$ cat src/rtl/rr_idx_arbiter16_pkg.sv
// Shared constants, FSM state type and index helper for the 16-way round-robin index arbiter.
package rr_arb_pkg;

  localparam int N_REQ           = 16;
  localparam int IDX_W           = 4;
  localparam int TIMEOUT_CYC_DEF = 64;

  typedef enum logic {
    IDLE  = 1'b0,
    GRANT = 1'b1
  } state_e;

  // Next index after the current owner; the natural 4-bit wrap makes 15 roll over to 0.
  function automatic logic [IDX_W-1:0] idx_inc(input logic [IDX_W-1:0] idx);
    return idx + IDX_W'(1);
  endfunction

endpackage

$ cat src/rtl/rr_idx_arbiter16_if.sv
// Request/grant bundle between the requesters (master) and the arbiter (slave).
interface rr_idx_arbiter16_if;
  import rr_arb_pkg::*;

  logic [N_REQ-1:0] req;
  logic             done;
  logic             gnt_en;
  logic [IDX_W-1:0] gnt_idx;
  logic             busy;
  logic             timeout;

  modport master (
    output req, done,
    input  gnt_en, gnt_idx, busy, timeout
  );

  modport slave (
    input  req, done,
    output gnt_en, gnt_idx, busy, timeout
  );

endinterface

$ cat src/rtl/rr_idx_arbiter16_pick.sv
// Combinational circular find-first: first set req bit at or above ptr, wrapping past 15 to 0.
module rr_pick
  import rr_arb_pkg::*;
(
  input  logic [N_REQ-1:0] req,
  input  logic [IDX_W-1:0] ptr,
  output logic             any,
  output logic [IDX_W-1:0] idx
);

  logic [IDX_W-1:0] cand;

  // Scan offsets from farthest to nearest so the nearest set bit is the last one written.
  always_comb begin
    // NOTE: every combinational output gets a default before any branch, otherwise a latch is inferred.
    any  = 1'b0;
    idx  = ptr;
    cand = ptr;
    for (int off = N_REQ - 1; off >= 0; off--) begin
      cand = ptr + IDX_W'(off);
      if (req[cand]) begin
        any = 1'b1;
        idx = cand;
      end
    end
  end

endmodule

$ cat src/rtl/rr_idx_arbiter16.sv
// Round-robin arbiter with locked grants, binary grant index and grant-enable.
// Optional forced release after TIMEOUT_CYC cycles when RR_ARB_TIMEOUT_EN is defined.
module rr_idx_arbiter16 #(
  parameter int N_REQ       = 16,
  parameter int IDX_W       = 4,
  parameter int TIMEOUT_CYC = rr_arb_pkg::TIMEOUT_CYC_DEF
) (
  input  logic                    clk,
  input  logic                    rstn,
  rr_idx_arbiter16_if.slave       bus
);

  if (N_REQ != 16 || IDX_W != 4 || TIMEOUT_CYC < 1) begin : g_bad_cfg
    $error("rr_idx_arbiter16 supports only N_REQ=16, IDX_W=4 and TIMEOUT_CYC>=1");
  end

  rr_arb_pkg::state_e state_q, state_d;
  logic [IDX_W-1:0]   ptr_q, ptr_d;
  logic [IDX_W-1:0]   gnt_idx_q, gnt_idx_d;
  logic               gnt_en_q, gnt_en_d;
  logic               busy_q, busy_d;
  logic               pick_any;
  logic [IDX_W-1:0]   pick_idx;
  logic               release_now;

  rr_pick u_pick (
    .req (bus.req),
    .ptr (ptr_q),
    .any (pick_any),
    .idx (pick_idx)
  );

`ifdef RR_ARB_TIMEOUT_EN
  localparam int CNT_W = (TIMEOUT_CYC > 1) ? $clog2(TIMEOUT_CYC) : 1;

  logic [CNT_W-1:0] hold_q, hold_d;
  logic             timeout_q, timeout_d;
  logic             hold_at_limit;

  assign hold_at_limit = (hold_q == CNT_W'(TIMEOUT_CYC - 1));
  assign release_now   = bus.done | hold_at_limit;
`else
  assign release_now   = bus.done;
`endif

  always_comb begin
    state_d   = state_q;
    ptr_d     = ptr_q;
    gnt_idx_d = gnt_idx_q;
    gnt_en_d  = gnt_en_q;
    busy_d    = busy_q;
`ifdef RR_ARB_TIMEOUT_EN
    hold_d    = hold_q;
    timeout_d = 1'b0;
`endif

    unique case (state_q)
      rr_arb_pkg::IDLE: begin
        gnt_en_d = 1'b0;
        busy_d   = 1'b0;
        if (pick_any) begin
          state_d   = rr_arb_pkg::GRANT;
          gnt_idx_d = pick_idx;
          gnt_en_d  = 1'b1;
          busy_d    = 1'b1;
`ifdef RR_ARB_TIMEOUT_EN
          hold_d    = '0;
`endif
        end
      end

      rr_arb_pkg::GRANT: begin
        // The owner keeps the grant whatever req does; only done (or the hold limit) ends it.
        if (release_now) begin
          state_d  = rr_arb_pkg::IDLE;
          gnt_en_d = 1'b0;
          busy_d   = 1'b0;
          ptr_d    = rr_arb_pkg::idx_inc(gnt_idx_q);
        end
`ifdef RR_ARB_TIMEOUT_EN
        // done on the limit edge is an ordinary release, so no timeout pulse then.
        timeout_d = hold_at_limit & ~bus.done;
        if (!release_now) begin
          hold_d = hold_q + CNT_W'(1);
        end
`endif
      end

      default: begin
        state_d = rr_arb_pkg::IDLE;
      end
    endcase
  end

  // NOTE: state registers use non-blocking assignments so every flop samples pre-edge values.
  always_ff @(posedge clk or negedge rstn) begin
    if (!rstn) begin
      state_q   <= rr_arb_pkg::IDLE;
      ptr_q     <= '0;
      gnt_idx_q <= '0;
      gnt_en_q  <= 1'b0;
      busy_q    <= 1'b0;
    end else begin
      state_q   <= state_d;
      ptr_q     <= ptr_d;
      gnt_idx_q <= gnt_idx_d;
      gnt_en_q  <= gnt_en_d;
      busy_q    <= busy_d;
    end
  end

`ifdef RR_ARB_TIMEOUT_EN
  always_ff @(posedge clk or negedge rstn) begin
    if (!rstn) begin
      hold_q    <= '0;
      timeout_q <= 1'b0;
    end else begin
      hold_q    <= hold_d;
      timeout_q <= timeout_d;
    end
  end

  assign bus.timeout = timeout_q;
`else
  assign bus.timeout = 1'b0;
`endif

  assign bus.gnt_en  = gnt_en_q;
  assign bus.gnt_idx = gnt_idx_q;
  assign bus.busy    = busy_q;

endmodule

$ cat src/flat_wrapper.sv
// flat-port wrapper written by rule: the top's interface ports become plain ports
module rr_idx_arbiter16_flat 
#(
  parameter int N_REQ       = 16,
  parameter int IDX_W       = 4,
  parameter int TIMEOUT_CYC = rr_arb_pkg::TIMEOUT_CYC_DEF
)
  (clk, rstn, bus_req, bus_done, bus_gnt_en, bus_gnt_idx, bus_busy, bus_timeout);
  rr_idx_arbiter16_if bus_i ();
  input  logic clk;
  input  logic rstn;
  input wire logic [$bits(bus_i.req)-1:0] bus_req;
  input wire logic [$bits(bus_i.done)-1:0] bus_done;
  output wire logic [$bits(bus_i.gnt_en)-1:0] bus_gnt_en;
  output wire logic [$bits(bus_i.gnt_idx)-1:0] bus_gnt_idx;
  output wire logic [$bits(bus_i.busy)-1:0] bus_busy;
  output wire logic [$bits(bus_i.timeout)-1:0] bus_timeout;
  assign bus_i.req = bus_req;
  assign bus_i.done = bus_done;
  assign bus_gnt_en = bus_i.gnt_en;
  assign bus_gnt_idx = bus_i.gnt_idx;
  assign bus_busy = bus_i.busy;
  assign bus_timeout = bus_i.timeout;
  rr_idx_arbiter16 #(.N_REQ(N_REQ), .IDX_W(IDX_W), .TIMEOUT_CYC(TIMEOUT_CYC)) u_core (.clk(clk), .rstn(rstn), .bus(bus_i));
endmodule
$ cat config.mk
export PLATFORM = sky130hd
export DESIGN_NAME = rr_idx_arbiter16_flat
export DESIGN_NICKNAME = d
export VERILOG_FILES = /design/src/rtl/rr_idx_arbiter16_pkg.sv /design/src/rtl/rr_idx_arbiter16_if.sv /design/src/rtl/rr_idx_arbiter16_pick.sv /design/src/rtl/rr_idx_arbiter16.sv /design/src/flat_wrapper.sv
export SDC_FILE = /design/constraint.sdc
export NUM_CORES = 1
export LEC_CHECK = 0
export CAP_MARGIN = 20
export CORE_MARGIN = 5
export CORE_UTILIZATION = 50
export DETAILED_ROUTE_END_ITERATION = 12
export GPL_ROUTABILITY_DRIVEN = 0
export GPL_TIMING_DRIVEN = 0
export PLACE_DENSITY_LB_ADDON = 0.1
export SYNTH_ARGS = -nofsm -noshare
export SYNTH_HDL_FRONTEND = slang
export SYNTH_SLANG_ARGS = --single-unit
$ cat constraint.sdc
create_clock -name clk -period 3.2 [get_ports clk]
set_input_delay 0.48 -clock clk [delete_from_list [all_inputs] [get_ports clk]]
set_output_delay 0.48 -clock clk [all_outputs]
set_load 0.1 [all_outputs]
After elaboration in Yosys (flattened, before gate mapping)
Index checks and enable logic that the tools add are counted.
Operators by class
  add/subtract/negate cells: 16
  magnitude comparators: 16
  equality and inequality tests: 1
  mux-type cells: 69
  bitwise gates (word level): 1
  reduce and logical (&&, ||, !) cells: 2
Operators with widths (count)
  $lt A4 B5 Y1 const B: 16
  $bmux W1 S4: 16
  $mux W4: 16
  $mux W1: 35
  $add A4 B4 Y4 const B: 8
  $add A4 B3 Y4 const B: 4
  $add A4 B1 Y4 const B: 2
  $add A4 B2 Y4 const B: 2
  $pmux W1 S2: 2
  $reduce_and A2 Y1: 2
  $ne A2 B2 Y1 const B: 1
  $not A1 Y1: 1
Storage, ports and cells
  bits in registers: 10
  input port bits: 19
  output and inout port bits: 7
  word-level logic and storage cells: 109

Longest topological paths before layout
Gate-level depths: netlist of run 1.
  depth after elaboration: 21
  gate-level depth with buffers: 14
  depth with buffers taken out: 10

By module
A second synthesis of run 1 with hierarchy kept.
Second synthesis, totals
  cell total of the unflattened synthesis: 279
  area, all modules: 2527.4 um^2
Modules (own cells, without submodules)
  rr_pick: instances 1, cells an instance 245, area each 2079.5 um^2
  rr_idx_arbiter16: instances 1, cells an instance 34, area each 447.9 um^2

Worst setup path after synthesis of run 1
No wires, ideal clock.
  path type: reg2reg
  start point: reg u_core.ptr_q[1]
  end point: reg u_core.gnt_idx_q[0] (netlist: u_core.bus.gnt_idx[0])
  data arrival time: 3268 ps
  data required time: 3074 ps
  setup slack: -194 ps
  stages on the path, launching flop included: 11
  buffers on the path: 2
  period minus slack after synthesis: 3394 ps
  cells stage by stage: dfrtp_1 > clkbuf_1 > inv_1 > ha_1 > buf_1 > mux4_1 > mux4_2 > nor4_1 > nand4_1 > nand2_2 > mux2_2
Between the ends
  word-level cells in the longest chain between the ends: 20
Ends and longest elaborated chain
  from (decl): line rr_idx_arbiter16.sv:18  | logic [IDX_W-1:0] ptr_q, ptr_d;
  from (signal assigned): line rr_idx_arbiter16.sv:105  | ptr_q <= ptr_d;
  $add A4 B4 Y4: line rr_idx_arbiter16_pick.sv:20  | cand = ptr + IDX_W'(off);
  $bmux W1 S4: line rr_idx_arbiter16_pick.sv:21  | if (req[cand]) begin
  $mux W1 (implied by the code): line rr_idx_arbiter16_pick.sv:21
  $mux W1 (16 in a row): line rr_idx_arbiter16_pick.sv:21
  $reduce_and A2 Y1 (no line)
  to (signal assigned): line rr_idx_arbiter16.sv:106  | gnt_idx_q <= gnt_idx_d;
  to (decl): line rr_idx_arbiter16.sv:19  | logic [IDX_W-1:0] gnt_idx_q, gnt_idx_d;
Several ways; a longest one is shown, not always the timed one. The select of a mux whose other input is x is not followed.
A chain may end at the register's enable or synchronous reset.

Final worst setup path of run 1
  start point: reg u_core.ptr_q[0]
  end point: reg u_core.gnt_idx_q[0] (netlist: u_core.bus.gnt_idx[0])
Same word-level chain as after synthesis.

==> results of run 1 <==
-- worst paths after layout --
kind | start | to | slack (ns) | cells past startpoint
setup / recovery | u_core.ptr_q[0]$_DFFE_PN0P_ | u_core.bus.gnt_idx[0]$_DFFE_PN0P_ | -0.09 | 14
hold / removal | u_core.state_q$_DFF_PN0_ | u_core.bus.gnt_en$_DFFE_PN0P_ | 0.54 | 2
setup reg to reg | u_core.ptr_q[0]$_DFFE_PN0P_ | u_core.bus.gnt_idx[0]$_DFFE_PN0P_ | -0.09 | 14
hold reg to reg | u_core.state_q$_DFF_PN0_ | u_core.bus.gnt_en$_DFFE_PN0P_ | 0.54 | 2
max in group asynchronous | rstn | u_core.ptr_q[1]$_DFFE_PN0P_ | 2.30 | 1
min in group asynchronous | rstn | u_core.ptr_q[3]$_DFFE_PN0P_ | 0.56 | 1
-- per-stage QoR --
stage          cell area, um^2  hold slack (ns)  cells
2_1_floorplan             2510            0.184    265
3_3_place_gp              2840            0.533    356
6_report                  3320            0.540    376
5_1_grt                   3320            0.604    376
4_1_cts                   3150            0.553    371
3_5_place_dp              2840            0.542    356
-- per-layer routing --
layer / global-route usage [%] / vias up / wire length (um)
li1: - / 1145 / -
met2: 39.7 / 130 / 3730
met4: 4.39 / 0 / 180
met1: 34.9 / 1210 / 3390
met5: 0 / - / 0
met3: 2.99 / 21 / 506
-- kinds of logic after synthesis --
family	synth area share, %
buffers and inverters	5.59
XOR/XNOR	6.13
AO/OA/AOI/OAI	19.7
AND/OR/NAND/NOR	14.5
adder cells (fa/ha/maj)	3.99
flip-flops	9.98
multiplexers	40.0
other	0.149
-- state kept, by name, summed over array words and instances, names as in the netlist --
name,cells
u_core.state_q,1
u_core.bus.gnt_idx,4
u_core.ptr_q,4
u_core.bus.gnt_en,1
-- cells in the mapped netlist (3+ instances only) --
cell type   n
inv_1       6
o22ai_1     3
mux4_1      4
ha_1        8
nor4_1      4
dfrtp_1    10
o221ai_1    3
nor2_1     15
buf_6       3
nor3_1      6
nand3_1     8
nand2_1    17
mux4_2     17
or3_1       3
o21a_1      3
a2111oi_0   3
a21oi_1    17
nand2b_1    3
nand4_1     4
xor2_2      3
mux2_2     20
xnor2_1    10
a221oi_1    3
o31ai_1     3
buf_2       3
mux2i_1    22
o21ai_0     5
mux2_1      3
o211ai_1    4
clkbuf_1    5
-- what timing repair did --
action	in CTS	in global routing
pin swaps	3	6
hold endpoints to repair	0	0
cloned	1	0
setup buffers	11	5
setup endpoints to repair	6	6
gates resized for setup	43	27
-- worst min-delay path: cells and delay by family, from the launching register on --
| family | cells | cell delay (ns) |
|---|---|---|
| compound gates | 1 | 0.05 |
| flops | 1 | 0.39 |
| simple gates | 1 | 0.06 |
-- area by class of cell --
type	count	area, um^2
clock buffers	4	55.1
flip-flops and latches	10	251
repair buffers	41	383
plain buffers	14	146
well taps	67	83.8
fillers	379	1470
inverters	9	50.0
multi-input cells	231	2350
==> impl_metrics.env, run 1 <==
export IMPL_startpoint_type="register"
export IMPL_die_area_um2=6530
export IMPL_gr_total_overflow=0
export IMPL_placementRows=25
export IMPL_cts_hold_buf=0
export IMPL_synth_top_area_cell="mux4_2"
export IMPL_final_core_util_pct=69.3
export IMPL_syn_inst=265
export IMPL_firstDrtPassIters=5
export IMPL_synthTopCellsByArea="mux4_2 15%, dfrtp_1 10%, mux2_2 9.0%"
export IMPL_netlist_area_um2=2510
export IMPL_wl_mm=7.80
export IMPL_dp_slack_ns=-0.703
export IMPL_final_common_cell="clkdlybuf4s50_1"
export IMPL_slowest_delay_ns=0.55
export IMPL_cp_data_arrival_time_ns=3.41
export IMPL_cts_root_buf="clkbuf_8"
export IMPL_initial_core_util_pct=52.4
export IMPL_layout_min_cycle_time_ns=3.29
export IMPL_fmax_mhz=304
export IMPL_clock_path_buffers=2
export IMPL_violations="setup timing"
export IMPL_crit_chain="buf_6, buf_12, buf_12, inv_8, ha_4, buf_6, mux4_2, mux4_2, buf_6, nor2_1, nand4_1, a31oi_4, xnor2_1, mux2_4"
export IMPL_syn_area_per_cell_um2=9.47
export IMPL_finalHoldViolations=0
export IMPL_setup_ws_ns=-0.0886
export IMPL_dieHeight_um=80.8
export IMPL_num_io_pins=26
export IMPL_path_max_fanout=7
export IMPL_fin_crit_sh_pct=103
export IMPL_post_drt_wl_per_cell_um=20.7
export IMPL_ys_types=68
export IMPL_yosys_warnings=0
export IMPL_fin_skew_ns=0.00279
export IMPL_tns_ns=-0.159
export IMPL_synth_edff_count=0
export IMPL_cts_sinks=10
export IMPL_grt_pass1_wl_mm=12.3
export IMPL_synth_net_count=292
export IMPL_diodes=0
export IMPL_status="finished, violations left"
export IMPL_antenna_left=0
export IMPL_core_area_um2=4790
export IMPL_cts_max_level=1
export IMPL_synthArstFlopShare_pct=100
export IMPL_max_slew_worst_pin_slew_ns=0.983
export IMPL_min_path_type="reg2reg"
export IMPL_nets=337
export IMPL_viasPerCell=6.66
export IMPL_drc=0
export IMPL_cp_num_buf_inv=6
export IMPL_cp_top_family="multiplexers"
export IMPL_drive_gt1_share_pct=37.5
export IMPL_cp_required_ns=3.32
export IMPL_cts_tree="yes"
export IMPL_grt_max_degree=11
export IMPL_slew_headroom_pct=34.3
export IMPL_rsz0062_at_grt="true"
export IMPL_clock_latency_ns=0.24
export IMPL_clk_pin_slew_ns=0.05
export IMPL_drt_iter0_drc=216
export IMPL_fp_dieW_um=80.8
export IMPL_ys_flop_type="dfrtp_1"
export IMPL_synth_seq_area_share_pct=9.98
export IMPL_hpwl_mm=5.64
export IMPL_route_vias_total=2506
export IMPL_criticalPathCategory="reg2reg"
export IMPL_final_cell_mix="24 x clkdlybuf4s50_1, 19 x mux4_2, 17 x nand2_1, 17 x mux2_2"
export IMPL_cp_slowest_cell="mux4_2"
export IMPL_cts_buffers=3
export IMPL_setup_viol=3
export IMPL_synth_top_area_share_pct=15.3
export IMPL_ys_ff_latch=10
export IMPL_syn2layout_area_growth_pct=32.2
export IMPL_cp_common_cell="buf_6"
export IMPL_port_buffer_count=24
export IMPL_grtUsageTotal_pct=24.4
export IMPL_antenna_found_initial=0
export IMPL_grt_pass1_vias=2323
export IMPL_drv_cap=0
export IMPL_cp_end_kind="register"
export IMPL_slew_violations=0
Power of run 1 is left out: the tool's default activity adds up to more than one toggle a clock period on the data nets, which glitch-free logic cannot reach.
==> inputs of run 2 (changes only) <==
- CORE_MARGIN: 5 -> 3
==> run 2 against run 1 <==
Effect of this change: the run still ends with setup timing left; maximum frequency increased by 1.6%; register-to-register slack improved by 0.05 ns; die area decreased by 9.7%; utilization decreased by 0.42 points; critical path type unchanged.
==> impl_metrics.env, run 2 (synthesis gave the netlist of run 1 again) <==
export IMPL_cts_sinks=10
export IMPL_route_vias_total=2497
export IMPL_drv_cap=0
export IMPL_cp_required_ns=3.32
export IMPL_criticalPathCategory="reg2reg"
export IMPL_drc=0
export IMPL_rsz0062_at_grt="true"
export IMPL_grtUsageTotal_pct=26.4
export IMPL_setup_viol=2
export IMPL_grt_pass1_wl_mm=12.5
export IMPL_cp_common_cell="buf_6"
export IMPL_slew_violations=0
export IMPL_initial_core_util_pct=52.4
export IMPL_core_area_um2=4790
export IMPL_cp_top_family="multiplexers"
export IMPL_cp_data_arrival_time_ns=3.35
export IMPL_antenna_left=0
export IMPL_cts_root_buf="clkbuf_8"
export IMPL_clock_latency_ns=0.24
export IMPL_cp_end_kind="register"
export IMPL_setup_ws_ns=-0.0355
export IMPL_fmax_mhz=309
export IMPL_drt_iter0_drc=180
export IMPL_clk_pin_slew_ns=0.05
export IMPL_post_drt_wl_per_cell_um=21.0
export IMPL_hpwl_mm=5.64
export IMPL_max_slew_worst_pin_slew_ns=0.968
export IMPL_drive_gt1_share_pct=37.7
export IMPL_clock_path_buffers=2
export IMPL_grt_pass1_vias=2294
export IMPL_fin_crit_sh_pct=101
export IMPL_path_max_fanout=7
export IMPL_fp_dieW_um=76.8
export IMPL_cts_buffers=3
export IMPL_die_area_um2=5900
export IMPL_finalHoldViolations=0
export IMPL_firstDrtPassIters=5
export IMPL_fin_skew_ns=0.000736
export IMPL_gr_total_overflow=0
export IMPL_placedInstanceArea_um2=2840
export IMPL_slowest_delay_ns=0.54
export IMPL_wl_mm=7.90
export IMPL_crit_chain="buf_6, buf_12, buf_12, inv_8, ha_4, buf_6, mux4_2, mux4_2, buf_6, or3b_1, o211ai_2, o311ai_2, a211oi_2, o31ai_1"
export IMPL_diodes=0
export IMPL_viasPerCell=6.62
export IMPL_status="finished, violations left"
export IMPL_slew_headroom_pct=35.3
export IMPL_final_cell_area_um2=3300
export IMPL_violations="setup timing"
export IMPL_num_io_pins=26
export IMPL_grt_max_degree=11
export IMPL_cp_slowest_cell="mux4_2"
export IMPL_cp_num_buf_inv=6
export IMPL_syn2layout_area_growth_pct=31.4
export IMPL_startpoint_type="register"
export IMPL_layout_min_cycle_time_ns=3.24
export IMPL_cts_tree="yes"
export IMPL_dieHeight_um=76.8
export IMPL_antenna_found_initial=0
export IMPL_placementRows=25
export IMPL_nets=338
export IMPL_port_buffer_count=24
export IMPL_min_path_type="reg2reg"
export IMPL_cts_hold_buf=0
export IMPL_final_cell_mix="24 x clkdlybuf4s50_1, 20 x mux4_2, 18 x buf_4"
export IMPL_cts_max_level=1
export IMPL_final_common_cell="clkdlybuf4s50_1"
## run 2: worst register-to-register path: stages, from the launching register on
cell and delay [ns]:
dfrtp_1 0.40, buf_6 0.14, buf_12 0.12, buf_12 0.12
inv_8 0.05, ha_4 0.19, buf_6 0.13, mux4_2 0.38
mux4_2 0.55, buf_6 0.17, or3b_1 0.35, o211ai_2 0.08
o311ai_2 0.15, a211oi_2 0.20, o31ai_1 0.10
## run 2: area by class of cell
| class | count | area, um^2 |
|---|---|---|
| buffer | 14 | 146 |
| clock buffer | 4 | 55.1 |
| fill | 393 | 1490 |
| inverter | 9 | 50.0 |
| multi-input combinational | 231 | 2330 |
| sequential | 10 | 251 |
| tap | 67 | 83.8 |
| timing repair buffer | 42 | 383 |
## run 2: final timing paths
kind	cells after the start	endpoint	startpoint	slack (ns)
max in group asynchronous	1	u_core.ptr_q[1]$_DFFE_PN0P_	rstn	2.30
worst max register to register	14	u_core.bus.gnt_idx[2]$_DFFE_PN0P_	u_core.ptr_q[0]$_DFFE_PN0P_	-0.04
worst min-delay path	2	u_core.bus.gnt_en$_DFFE_PN0P_	u_core.state_q$_DFF_PN0_	0.55
min in group asynchronous	1	u_core.bus.gnt_idx[3]$_DFFE_PN0P_	rstn	0.56
worst max-delay path	14	u_core.bus.gnt_idx[2]$_DFFE_PN0P_	u_core.ptr_q[0]$_DFFE_PN0P_	-0.04
worst min register to register	2	u_core.bus.gnt_en$_DFFE_PN0P_	u_core.state_q$_DFF_PN0_	0.55
## run 2: per-layer routing
layer  up-vias  track usage [%]  wire length (um)
li1       1149                -                 -
met1      1222             37.3              3440
met2       109             42.4              3810
met3        17             3.29               478
met4         0             7.07               172
met5         -                0                 0
## run 2: stage by stage
| step | setup WS, ns | hold slack (ns) | util (%) | TNS [ns] | std cells |
|---|---|---|---|---|---|
| 2_1_floorplan | 0.0220 | 0.184 | - | 0 | 265 |
| 3_3_place_gp | -0.689 | 0.532 | 59.2 | -3.32 | 356 |
| 3_5_place_dp | -0.688 | 0.539 | 59.2 | -3.33 | 356 |
| 4_1_cts | -0.0704 | 0.551 | 66.0 | -0.0897 | 373 |
| 5_1_grt | -0.173 | 0.585 | 68.9 | -0.616 | 377 |
| 6_report | -0.0355 | 0.551 | 68.9 | -0.0552 | 377 |
## run 2: repair_timing
item	CTS	global route
cloned	1	0
buffers inserted	13	4
pin swaps	9	6
gates resized for setup	40	25
endpoints found under the setup margin	6	6
Power of run 2 is left out for the same reason.
==> inputs of run 3 (changes only) <==
- SYNTH_HIERARCHICAL: not set -> 1
==> run 3 against run 2 <==
Effect of this change: the flow still finishes with violations (setup timing); setup slack worse by 0.19 ns; final area shrank 0.15%; utilization down 0.55 points; synthesized area rose by 0.75%; die area up 0.69%; register-to-register slack got worse by 0.19 ns; clock skew about the same; flip-flop and latch count stayed put; sequential share of layout area hardly changed; first-iteration DRC count rose by 28%.
==> impl_metrics.env, run 3 <==
export IMPL_cp_end_kind="register"
export IMPL_syn_inst=279
export IMPL_fin_crit_sh_pct=107
export IMPL_synth_most_common_cell="nand2_1"
export IMPL_gr_total_overflow=0
export IMPL_cts_tree="yes"
export IMPL_cts_buffers=3
export IMPL_grt_pass1_vias=2506
export IMPL_dieHeight_um=77.1
export IMPL_final_common_cell="nand2_1"
export IMPL_violations="setup timing"
export IMPL_synth_top_area_share_pct=19.6
export IMPL_reg2reg_setup_slack_ns=-0.22
export IMPL_num_io_pins=26
export IMPL_core_area_um2=4820
export IMPL_setup_ws_ns=-0.225
export IMPL_initial_core_util_pct=52.5
export IMPL_fin_skew_ns=0.000514
export IMPL_rsz0062_at_grt="true"
export IMPL_viasPerCell=6.67
export IMPL_startpoint="u_core/ptr_q[1]$_DFFE_PN0P_"
export IMPL_slew_headroom_pct=35.0
export IMPL_yosys_warnings=6
export IMPL_grt_pass1_wl_mm=12.9
export IMPL_final_cell_mix="35 x nand2_1, 27 x buf_4, 24 x clkdlybuf4s50_1"
export IMPL_firstDrtPassIters=5
export IMPL_syn2layout_area_growth_pct=30.2
export IMPL_cts_root_buf="clkbuf_8"
export IMPL_fill_cells=412
export IMPL_clock_latency_ns=0.23
export IMPL_synthTopCellsByArea="mux4_2 20%, mux2i_1 11%, dfrtp_1 9.9%"
export IMPL_hold_end="u_core/ptr_q[3]$_DFFE_PN0P_"
export IMPL_grtUsageTotal_pct=27.3
export IMPL_drc=0
export IMPL_cp_data_arrival_time_ns=3.54
export IMPL_placementRows=25
export IMPL_worstHoldStart="u_core/ptr_q[3]$_DFFE_PN0P_"
export IMPL_diodes=0
export IMPL_rr_endpoint="u_core/bus.gnt_idx[2]$_DFFE_PN0P_"
export IMPL_ys_types=63
export IMPL_fp_dieW_um=77.1
export IMPL_antenna_found_initial=0
export IMPL_grt_max_degree=13
export IMPL_path_max_fanout=5
export IMPL_synth_edff_count=0
export IMPL_drive_gt1_share_pct=33.8
export IMPL_finalHoldViolations=0
export IMPL_drv_cap=0
export IMPL_netlist_area_um2=2530
export IMPL_nets=360
export IMPL_route_vias_total=2656
export IMPL_synth_net_count=306
export IMPL_status="finished, violations left"
export IMPL_rr_worst_depth=12
export IMPL_slew_violations=0
export IMPL_clock_path_buffers=2
export IMPL_port_buffer_count=24
export IMPL_worstHoldPathCells=2
export IMPL_synth_top_area_cell="mux4_2"
export IMPL_cts_hold_buf=0
export IMPL_startpoint_type="register"
export IMPL_criticalPathCategory="reg2reg"
export IMPL_wl_mm=8.09
export IMPL_die_area_um2=5940
export IMPL_ys_flop_type="dfrtp_1"
export IMPL_synthArstFlopShare_pct=100
export IMPL_cts_sinks=10
export IMPL_layout_min_cycle_time_ns=3.42
export IMPL_syn_area_per_cell_um2=9.06
export IMPL_ys_ff_latch=10
export IMPL_max_slew_worst_pin_slew_ns=0.972
export IMPL_tns_ns=-0.629
export IMPL_synthTopCellsByCount="35 x nand2_1, 28 x mux2i_1, 22 x mux4_2"
export IMPL_fmax_mhz=292
export IMPL_hpwl_mm=5.81
export IMPL_rr_startpoint="u_core/ptr_q[1]$_DFFE_PN0P_"
export IMPL_min_path_type="reg2reg"
export IMPL_setup_viol=4
export IMPL_clk_pin_slew_ns=0.05
export IMPL_cp_required_ns=3.32
export IMPL_drt_iter0_drc=230
export IMPL_post_drt_wl_per_cell_um=20.3
export IMPL_antenna_left=0
export IMPL_synth_seq_area_share_pct=9.90
export IMPL_cts_max_level=1
[run 3: cell count changes in the layout (fill, tap and decap cells not counted), sizes merged, moves of 5 or more]
| cell | previous run | this run |
|---|---|---|
| nand2 | 18 | 35 |
| buf | 28 | 39 |
| o21ai | 7 | 18 |
| mux2 | 23 | 15 |
| a21oi | 18 | 11 |
| mux2i | 24 | 29 |
[run 3: repair_timing]
action,4_1_cts,5_1_grt
setup buffers,19,8
gates resized for setup,25,6
setup endpoints to repair,6,6
pin swaps,9,3
[run 3: layout make-up]
type                    count  area [um^2]  area share, %
multi-input cells         244         2250           68.2
inverters                  10         55.1           1.67
repair buffers             51          459           13.9
clock buffers               3         41.3           1.25
well taps                  67         83.8           2.55
flip-flops and latches     10          250           7.60
plain buffers              13          156           4.75
[run 3: kinds of logic (layout without fill, tap and decap cells)]
family,after synthesis,in the layout,share of synthesized area (%)
and+or+nand+nor,82,82,14.6
xor gates and xnor gates,14,14,6.04
adders and majority gates,8,8,3.96
AOI/OAI and AO/OA,73,73,20.9
DFF,10,10,9.90
other,1,1,0.148
muxes,66,66,39.0
buffers and inverters,25,77,5.45
[run 3: routing by layer]
layer	vias to the layer above	track usage, %	part of all wire [%]
li1	1189	-	-
met1	1303	35.9	41
met2	146	49.0	49
met3	18	3.87	8.4
met4	0	3.02	2.0
met5	-	0	0
[run 3: worst max path at each step]
stage | end | cells past startpoint
after CTS | u_core/bus.gnt_idx[2]$_DFFE_PN0P_ | 13
after detailed placement | u_core/bus.gnt_idx[2]$_DFFE_PN0P_ | 13
after global routing | u_core/bus.gnt_idx[0]$_DFFE_PN0P_ | 12
final | u_core/bus.gnt_idx[2]$_DFFE_PN0P_ | 12
after global placement | u_core/bus.gnt_idx[2]$_DFFE_PN0P_ | 13
after floorplan | u_core/bus.gnt_idx[2]$_DFFE_PN0P_ | 14
[run 3: worst max-delay path: stages (launching register included)]
cell and delay, ns:
dfrtp_1 0.36, buf_6 0.12, buf_12 0.11, clkinv_8 0.05, ha_4 0.33, clkbuf_16 0.16, mux4_2 0.39, mux2i_1 0.51
mux2i_1 0.30, a211oi_2 0.24, o221ai_1 0.18, a32o_1 0.28, mux2_4 0.25
[run 3: stage by stage]
step                      setup WS [ns]  hold slack [ns]  cells  utilization [%]  cell area [um^2]
after floorplan                  -0.138            0.184    279                -              2590
after global placement           -0.734            0.463    370             60.4              2910
after detailed placement         -0.739            0.467    370             60.4              2910
after CTS                        -0.140            0.477    390             66.5              3200
after global routing             -0.327            0.546    398             68.3              3290
final                            -0.225            0.474    398             68.3              3290
Power of run 3 is left out for the same reason.
